`src/rtl/hex_scroll_display.sv`:
```
// hex_scroll_display: scrolls a circular message of HELP-alphabet characters
// across N_DIGITS active-low seven-segment digits (digit 0 = rightmost).
// Optional feature macro: SCROLL_DIR_EN adds the dir port (1 = scroll right).
module hex_scroll_display #(
    parameter int N_DIGITS = 4,
    parameter int MSG_LEN  = 8,
    parameter int TICK_DIV = 50_000_000,
    localparam int PW = (MSG_LEN  > 1) ? $clog2(MSG_LEN)  : 1,
    localparam int CW = (TICK_DIV > 1) ? $clog2(TICK_DIV) : 1
) (
    input  logic                    CLOCK_50,
    input  logic                    reset,
    input  logic                    load,
    input  logic [3*MSG_LEN-1:0]    msg_in,
    input  logic                    run,
`ifdef SCROLL_DIR_EN
    input  logic                    dir,
`endif
    output logic [7*N_DIGITS-1:0]   hex_out,
    output logic                    step_tick,
    output logic [PW-1:0]           pos
);

    typedef enum logic [1:0] {
        S_BLANK  = 2'd0,
        S_SCROLL = 2'd1,
        S_HOLD   = 2'd2
    } state_t;

    state_t                    r_state;
    logic [3*MSG_LEN-1:0]      r_msg;
    logic [PW-1:0]             r_pos;
    logic [CW-1:0]             r_cnt;
    logic                      r_tick;
    logic [7*N_DIGITS-1:0]     r_hex;

    logic                      w_step_end;
    logic [PW-1:0]             w_pos_next;
    logic [7*N_DIGITS-1:0]     w_window;
    int unsigned               w_idx;

    // Character code to active-low segment pattern (bit 6 = g)
    function automatic logic [6:0] seg(input logic [2:0] code);
        case (code)
            3'd0:    seg = 7'b0001001; // H
            3'd1:    seg = 7'b0000110; // E
            3'd2:    seg = 7'b1000111; // L
            3'd3:    seg = 7'b0001100; // P
            default: seg = 7'b1111111; // blank
        endcase
    endfunction

    assign w_step_end = (r_cnt == CW'(TICK_DIV - 1));

    // Next window position on a scroll step, wrapping around the message
    always_comb begin
        w_pos_next = (r_pos == PW'(MSG_LEN - 1)) ? '0 : r_pos + 1'b1;
`ifdef SCROLL_DIR_EN
        if (dir) begin
            w_pos_next = (r_pos == '0) ? PW'(MSG_LEN - 1) : r_pos - 1'b1;
        end
`endif
    end

    // Window decode; pos + N_DIGITS-1 < 2*MSG_LEN, so one subtraction wraps it
    always_comb begin
        w_window = '1;
        w_idx    = 0;
        for (int unsigned k = 0; k < N_DIGITS; k++) begin
            w_idx = int'(r_pos) + N_DIGITS - 1 - k;
            if (w_idx >= MSG_LEN) begin
                w_idx = w_idx - MSG_LEN;
            end
            w_window[7*k +: 7] = seg(r_msg[3*w_idx +: 3]);
        end
    end

    // Control FSM with registered display, step pulse, position and prescaler
    always_ff @(posedge CLOCK_50) begin
        if (reset) begin
            r_state <= S_BLANK;
            r_msg   <= {MSG_LEN{3'd4}};
            r_pos   <= '0;
            r_cnt   <= '0;
            r_tick  <= 1'b0;
            r_hex   <= '1;
        end else begin
            r_tick <= 1'b0;
            r_hex  <= (r_state == S_BLANK) ? '1 : w_window;
            if (load) begin
                // load takes priority over any step falling on the same cycle
                r_msg   <= msg_in;
                r_pos   <= '0;
                r_cnt   <= '0;
                r_state <= run ? S_SCROLL : S_HOLD;
            end else begin
                case (r_state)
                    S_BLANK: begin
                        r_state <= S_BLANK;
                    end
                    S_SCROLL: begin
                        if (w_step_end) begin
                            r_cnt  <= '0;
                            r_tick <= 1'b1;
                            r_pos  <= w_pos_next;
                        end else begin
                            r_cnt <= r_cnt + 1'b1;
                        end
                        if (!run) begin
                            r_state <= S_HOLD;
                        end
                    end
                    S_HOLD: begin
                        if (run) begin
                            r_state <= S_SCROLL;
                        end
                    end
                    default: begin
                        r_state <= S_BLANK;
                    end
                endcase
            end
        end
    end

    assign hex_out   = r_hex;
    assign step_tick = r_tick;
    assign pos       = r_pos;

endmodule
```
`config.mk`:
```
export PLATFORM = sky130hd
export DESIGN_NAME = hex_scroll_display
export DESIGN_NICKNAME = d
export VERILOG_FILES = /design/src/rtl/hex_scroll_display.sv
export SDC_FILE = /design/constraint.sdc
export NUM_CORES = 1
export LEC_CHECK = 0
export ABC_AREA = 1
export BUFFER_PORTS_ARGS = -buffer_cell sky130_fd_sc_hd__buf_2
export CORE_UTILIZATION = 30
export CTS_BUF_LIST = sky130_fd_sc_hd__clkbuf_16
export DETAILED_ROUTE_END_ITERATION = 10
export PLACE_DENSITY = 0.59
export SLEW_MARGIN = 20
export SYNTH_ARGS = -nofsm -noshare
export SYNTH_HDL_FRONTEND = slang
export SYNTH_SLANG_ARGS = --single-unit
```
`constraint.sdc`:
```
create_clock -name CLOCK_50 -period 4.1 [get_ports CLOCK_50]
set_input_delay 0.82 -clock CLOCK_50 [delete_from_list [all_inputs] [get_ports CLOCK_50]]
set_output_delay 0.82 -clock CLOCK_50 [all_outputs]
set_load 0.005 [all_outputs]
```
### Word-level counts from Yosys, hierarchy flattened

Index checks and enable logic that the tools add are counted.

| operators by class | value |
|---|---|
| add/subtract/negate cells | 11 |
| $mul | 4 |
| $lt $le $gt $ge | 4 |
| eq/ne operators | 18 |
| shifts and indexed selects | 4 |
| muxes and demuxes | 16 |
| bitwise operators | 1 |
| reduce and logical (&&, ||, !) cells | 10 |

Operator list:

| cell | count |
|---|---|
| 24-bit by 33-bit indexed part select with 3-bit output | 4 |
| 32-bit by 4-bit >= comparator with 1-bit output, second input constant | 4 |
| 2-bit by 32-bit multiplier with 32-bit output, first input constant | 4 |
| 32-bit 2-to-1 mux | 4 |
| 7-bit case mux with 4 select lines | 4 |
| 32-bit by 4-bit subtractor with 32-bit output, second input constant | 3 |
| 32-bit by 1-bit subtractor with 32-bit output, second input constant | 1 |
| 32-bit by 2-bit subtractor with 32-bit output, second input constant | 1 |
| 26-bit by 1-bit adder with 26-bit output, second input constant | 1 |
| 26-bit equality test, second input constant | 1 |
| 26-bit 2-to-1 mux | 1 |
| 3-bit by 2-bit equality test with 1-bit output, second input constant | 8 |
| 3-bit by 1-bit equality test with 1-bit output, second input constant | 4 |
| 3-bit zero test | 4 |
| 2-bit 2-to-1 mux | 4 |
| 6-bit by 5-bit subtractor with 7-bit output, second input constant | 1 |
| 3-bit != test, second input constant | 2 |
| 5-bit by 3-bit subtractor with 6-bit output, second input constant | 1 |
| 4-bit by 1-bit subtractor with 5-bit output, second input constant | 1 |
| 3-bit by 3-bit adder with 4-bit output, second input constant | 1 |
| 2-bit case mux with 2 select lines | 1 |
| 2-bit AND reduction | 2 |
| 2-bit OR reduction | 2 |
| 3-bit by 1-bit adder with 3-bit output, second input constant | 1 |
| other kinds (8) | 8 |

| word-level totals | value |
|---|---|
| bits in registers | 84 |
| input port bits | 28 |
| output and inout port bits | 32 |
| word-level logic and storage cells | 74 |

### Logic depth before layout (Yosys ltp)

| depth | value |
|---|---|
| depth after elaboration | 9 |
| mapped depth | 33 |

### Least setup slack after synthesis

Ideal clock, no wire load.

| path | value |
|---|---|
| path type | register to register |
| start | reg r_pos[0], in the netlist pos[0] |
| end | reg r_hex[22], in the netlist hex_out[22] |
| library setup time | 128 ps |
| arrival time | 4311 ps |
| data required time | 3972 ps |
| slack | -339 ps |
| stages on the path, launching flop included | 33 |
| path through | dfxtp_1 -> inv_1 -> clkbuf_1 -> ha_1 -> inv_1 -> buf_2 -> buf_6 -> ha_1 -> inv_1 -> o211ai_1 -> nand2_1 -> inv_1 -> ha_1 -> xor2_1 -> nor2_1 -> ha_1 -> nand2_1 -> nor2_1 -> nand2_1 -> o211ai_1 -> inv_1 -> nand3_1 -> nand2_2 -> nor2_1 -> nand2_1 -> nand3_1 -> nand2_1 -> nand2_1 -> nand2_1 -> nand2_1 -> nand2_1 -> nand2_1 -> nand3_1 |

| between the ends | value |
|---|---|
| longest elaborated chain between the ends | 9 |

RTL lines:

| what | RTL line | RTL |
|---|---|---|
| start, declared | 32 | `logic [PW-1:0] r_pos;` |
| start signal, assigned | 105 | `r_pos <= w_pos_next;` |
| 3-bit by 3-bit adder with 4-bit output * | 70 | `w_idx = int'(r_pos) + N_DIGITS - 1 - k;` |
| 4-bit by 1-bit subtractor with 5-bit output * | 70 |  |
| 5-bit by 3-bit subtractor with 6-bit output * | 70 |  |
| 32-bit by 4-bit >= comparator with 1-bit output / 6-bit by 5-bit subtractor with 7-bit output (equally long branches) | 71, 72 |  |
| 32-bit 2-to-1 mux * | 71 | `if (w_idx >= MSG_LEN) begin` |
| 2-bit by 32-bit multiplier with 32-bit output * | 74 | `w_window[7*k +: 7] = seg(r_msg[3*w_idx +: 3]);` |
| 24-bit by 33-bit indexed part select with 3-bit output * | 74 |  |
| 3-bit by 2-bit equality test with 1-bit output (tied with other cells) | 44 | `case (code)` |
| 7-bit case mux with 4 select lines * | 44 |  |
| end signal, assigned | 89 | `r_hex <= (r_state == S_BLANK) ? '1 : w_window;` |
| end, declared | 35 | `logic [7*N_DIGITS-1:0] r_hex;` |

Every way passes the cells marked *; elsewhere a longest branch is shown, timed or not.
A chain may end at the register's enable or synchronous reset.

### Worst setup path in the final report

| path | value |
|---|---|
| start | reg r_pos[1], in the netlist pos[1] |
| end | reg r_hex[22], in the netlist hex_out[22] |

Same word-level chain as after synthesis.

==> impl_metrics.toml <==
[outcome]
run_status = "complete, no violations"

[timing]
report.final.slew_viol_count = 0
slew_headroom = 0.387
finalCritPeriodShare = 0.919
setup_violations = 0
hold_viol = 0
fmax_ghz = 0.265
period_needed_ps = 3770
skew_ps = 9.61
tightest_slew_ps = 920

[yosys]
synth-seq-area-share = 0.252
ys_async_sr_fraction = 0
yosys_register_bits = 80
synth_warnings = 0
synth_nets = 1083
yosysMostFrequentCell = "nand2_1"
syn_area_um2 = 6360
synth_area_leaders = "dfxtp_1 (25%), nand2_1 (15%), nand3_1 (8.0%)"
yosysUniqueCellTypes = 56
yosysTopAreaCellShare = 0.252
yosysTopAreaCell = "dfxtp_1"
synth_edf_count = 0
avgSynthCellArea_um2 = 6.20
synthFlopType = "dfxtp_1"
synthTopCellsByCount = "nand2_1 (248), inv_1 (122), nor2_1 (111)"
synth_cells = 1026

[critical_path]
r2r_cells = 29
end_kind = "flip-flop"
slowest_stage = "dfxtp_1"
path_max_fanout = 6
r2r_slack_ps = 330
reg2reg_to = "hex_out[22]"
cp.arrival_ps = 3990
max_stage_delay_ps = 350
cp-start-kind = "flip-flop"
crit_type = "flip-flop to flip-flop"
crit_required_ps = 4330
r2r_start = "pos[1]"
critical_path.endpoint = "hex_out[22]"
crit_top_cell = "nand2_1"
crit_start = "pos[1]"

[final_layout]
diodes = 0
fin_util = 0.363
multi_input_area_um2 = 4240
fin_area_um2 = 7430
stdcell_count = 1359
final-seq-area_um2 = 1600
layout-drive-gt1-share = 0.157
nets = 1141
area_growth_pct = 16.9
fillCellCount = 2255

[clocking]
h-tree-depth = 3
clock_path_buffers = 2
cts_tree = "yes"
cts.clk_slew.worst_paths_ps = 60
cts_sinks = 80
clock_latency_ps = 360
cts_buffers = 9
cts-root-buf = "clkbuf_16"
cts_hold_buf = 0

[place]
hpwl_um = 14500
gp_congestion = 0.934
placed_area_um2 = 6950
dp.cells = 1337
portBuffers = 59

[job]
drv_cap = 0

[power]
power_leakage_nw = 3.34
powerDensity_nw_per_um2 = 240
p_total_mw = 1.79
peakVddDrop_mv = 0.165

[global_route]
grtUsageTotal = 0.172
overflow = 0
grt_max_degree = 66
grt_pass1_vias = 5898
antenna_found_initial = 0
grt_pass1_wl_um = 29700

[routing]
drt_iter0_drc = 628
wl_met3_um = 944
firstDrtPassIters = 7
drc = 0
highest_layer = "met4"
m1WireLength_um = 8590
via_per_inst = 5.03
dr_wl_met2_um = 8810
ant_nets = 0
drt-wirelength-per-cell_um = 13.9
wirelength_um = 18900
vias = 6831

[floorplan]
start_util = 0.310
ios = 60
coreArea_um2 = 20500
fp-row-count = 52
die_area_um2 = 21800
dieHeight_um = 148
die_x_um = 148

[min_path]
hp-class = "flip-flop to flip-flop"
[registers in the layout (all words and copies together) (netlist names)]
name	count
step_tick	1
hex_out	24
r_msg	24
r_cnt	26
r_state	2
pos	3
[routing by layer]
metal	track usage	up-vias
li1	-	3499
met1	0.224	3104
met2	0.282	196
met3	0.0259	32
met4	0.0758	0
met5	0	-
[placed cells by master, fill, tap and decap left out, types with 10 or more instances in the layout]
| cell | netlist | final |
|---|---|---|
| a21oi_1 | 72 | 72 |
| nor2_1 | 111 | 105 |
| buf_4 | 6 | 24 |
| nor2_2 | 5 | 10 |
| dfxtp_1 | 80 | 79 |
| inv_1 | 122 | 119 |
| xor2_1 | 13 | 11 |
| nand3_1 | 102 | 101 |
| buf_2 | 9 | 59 |
| nand2_1 | 248 | 246 |
| nor3_1 | 12 | 12 |
| nand4_1 | 11 | 11 |
| o21ai_0 | 72 | 71 |
| o211ai_1 | 17 | 17 |
| ha_1 | 27 | 18 |
[how the worst min path moves through the flow]
| stage | from | end | slack [ps] | cells after the start |
|---|---|---|---|---|
| 2_1_floorplan | r_msg[17] | r_msg[17] | 440 | 2 |
| 3_3_place_gp | r_msg[8] | r_msg[8] | 470 | 2 |
| 3_5_place_dp | r_cnt[1] | r_cnt[1] | 480 | 2 |
| 4_1_cts | r_cnt[1] | r_cnt[1] | 490 | 2 |
| 5_1_grt | r_cnt[1] | r_cnt[1] | 510 | 2 |
| 6_report | r_cnt[1] | r_cnt[1] | 500 | 2 |
[report_power, final]
group          internal (mW)  total, mW  leakage (nW)  switching (mW)
clock                  0.414      0.768         0.130           0.354
combinational         0.0686      0.204          2.55           0.136
sequential             0.799      0.815         0.653          0.0152
total                   1.28       1.79          3.34           0.505
[cell type report]
type	instances	area share
multi-input cells	779	0.570
flip-flops and latches	80	0.216
inverters	130	0.0660
repair buffers	84	0.0655
well taps	270	0.0454
clock buffers	9	0.0303
clock inverters	7	0.00724
[kinds of logic (layout without fill, tap and decap cells)]
kind of cell | count (synthesis) | in the layout | synth area share
simple gates | 530 | 531 | 0.373
compound gates | 203 | 203 | 0.183
buf+inv | 168 | 230 | 0.108
flops | 80 | 80 | 0.252
fa+ha+maj | 29 | 29 | 0.0594
xor+xnor | 16 | 16 | 0.0250
[worst max-delay path, delay by kind of cell, from the launching register on]
family,cells,cell delay [ps]
compound gates,3,510
xor+xnor,1,140
fa+ha+maj,4,840
buf+inv,5,350
flops,1,350
simple gates,16,1460
[timing repair]
action,in CTS,in global routing
resized for setup,0,33
endpoints found under the setup margin,0,18
buffers inserted,0,5
[per-stage QoR]
step / setup slack (ps) / setup TNS, ps / hold WS (ps)
final: 332 / 0 / 495
after global routing: -72.8 / -227 / 507
after CTS: 47.6 / 0 / 486
after detailed placement: 66.9 / 0 / 477
after global placement: 153 / 0 / 471
after floorplan: -21.1 / -84.1 / 443
(Power assumes the default switching activity.)
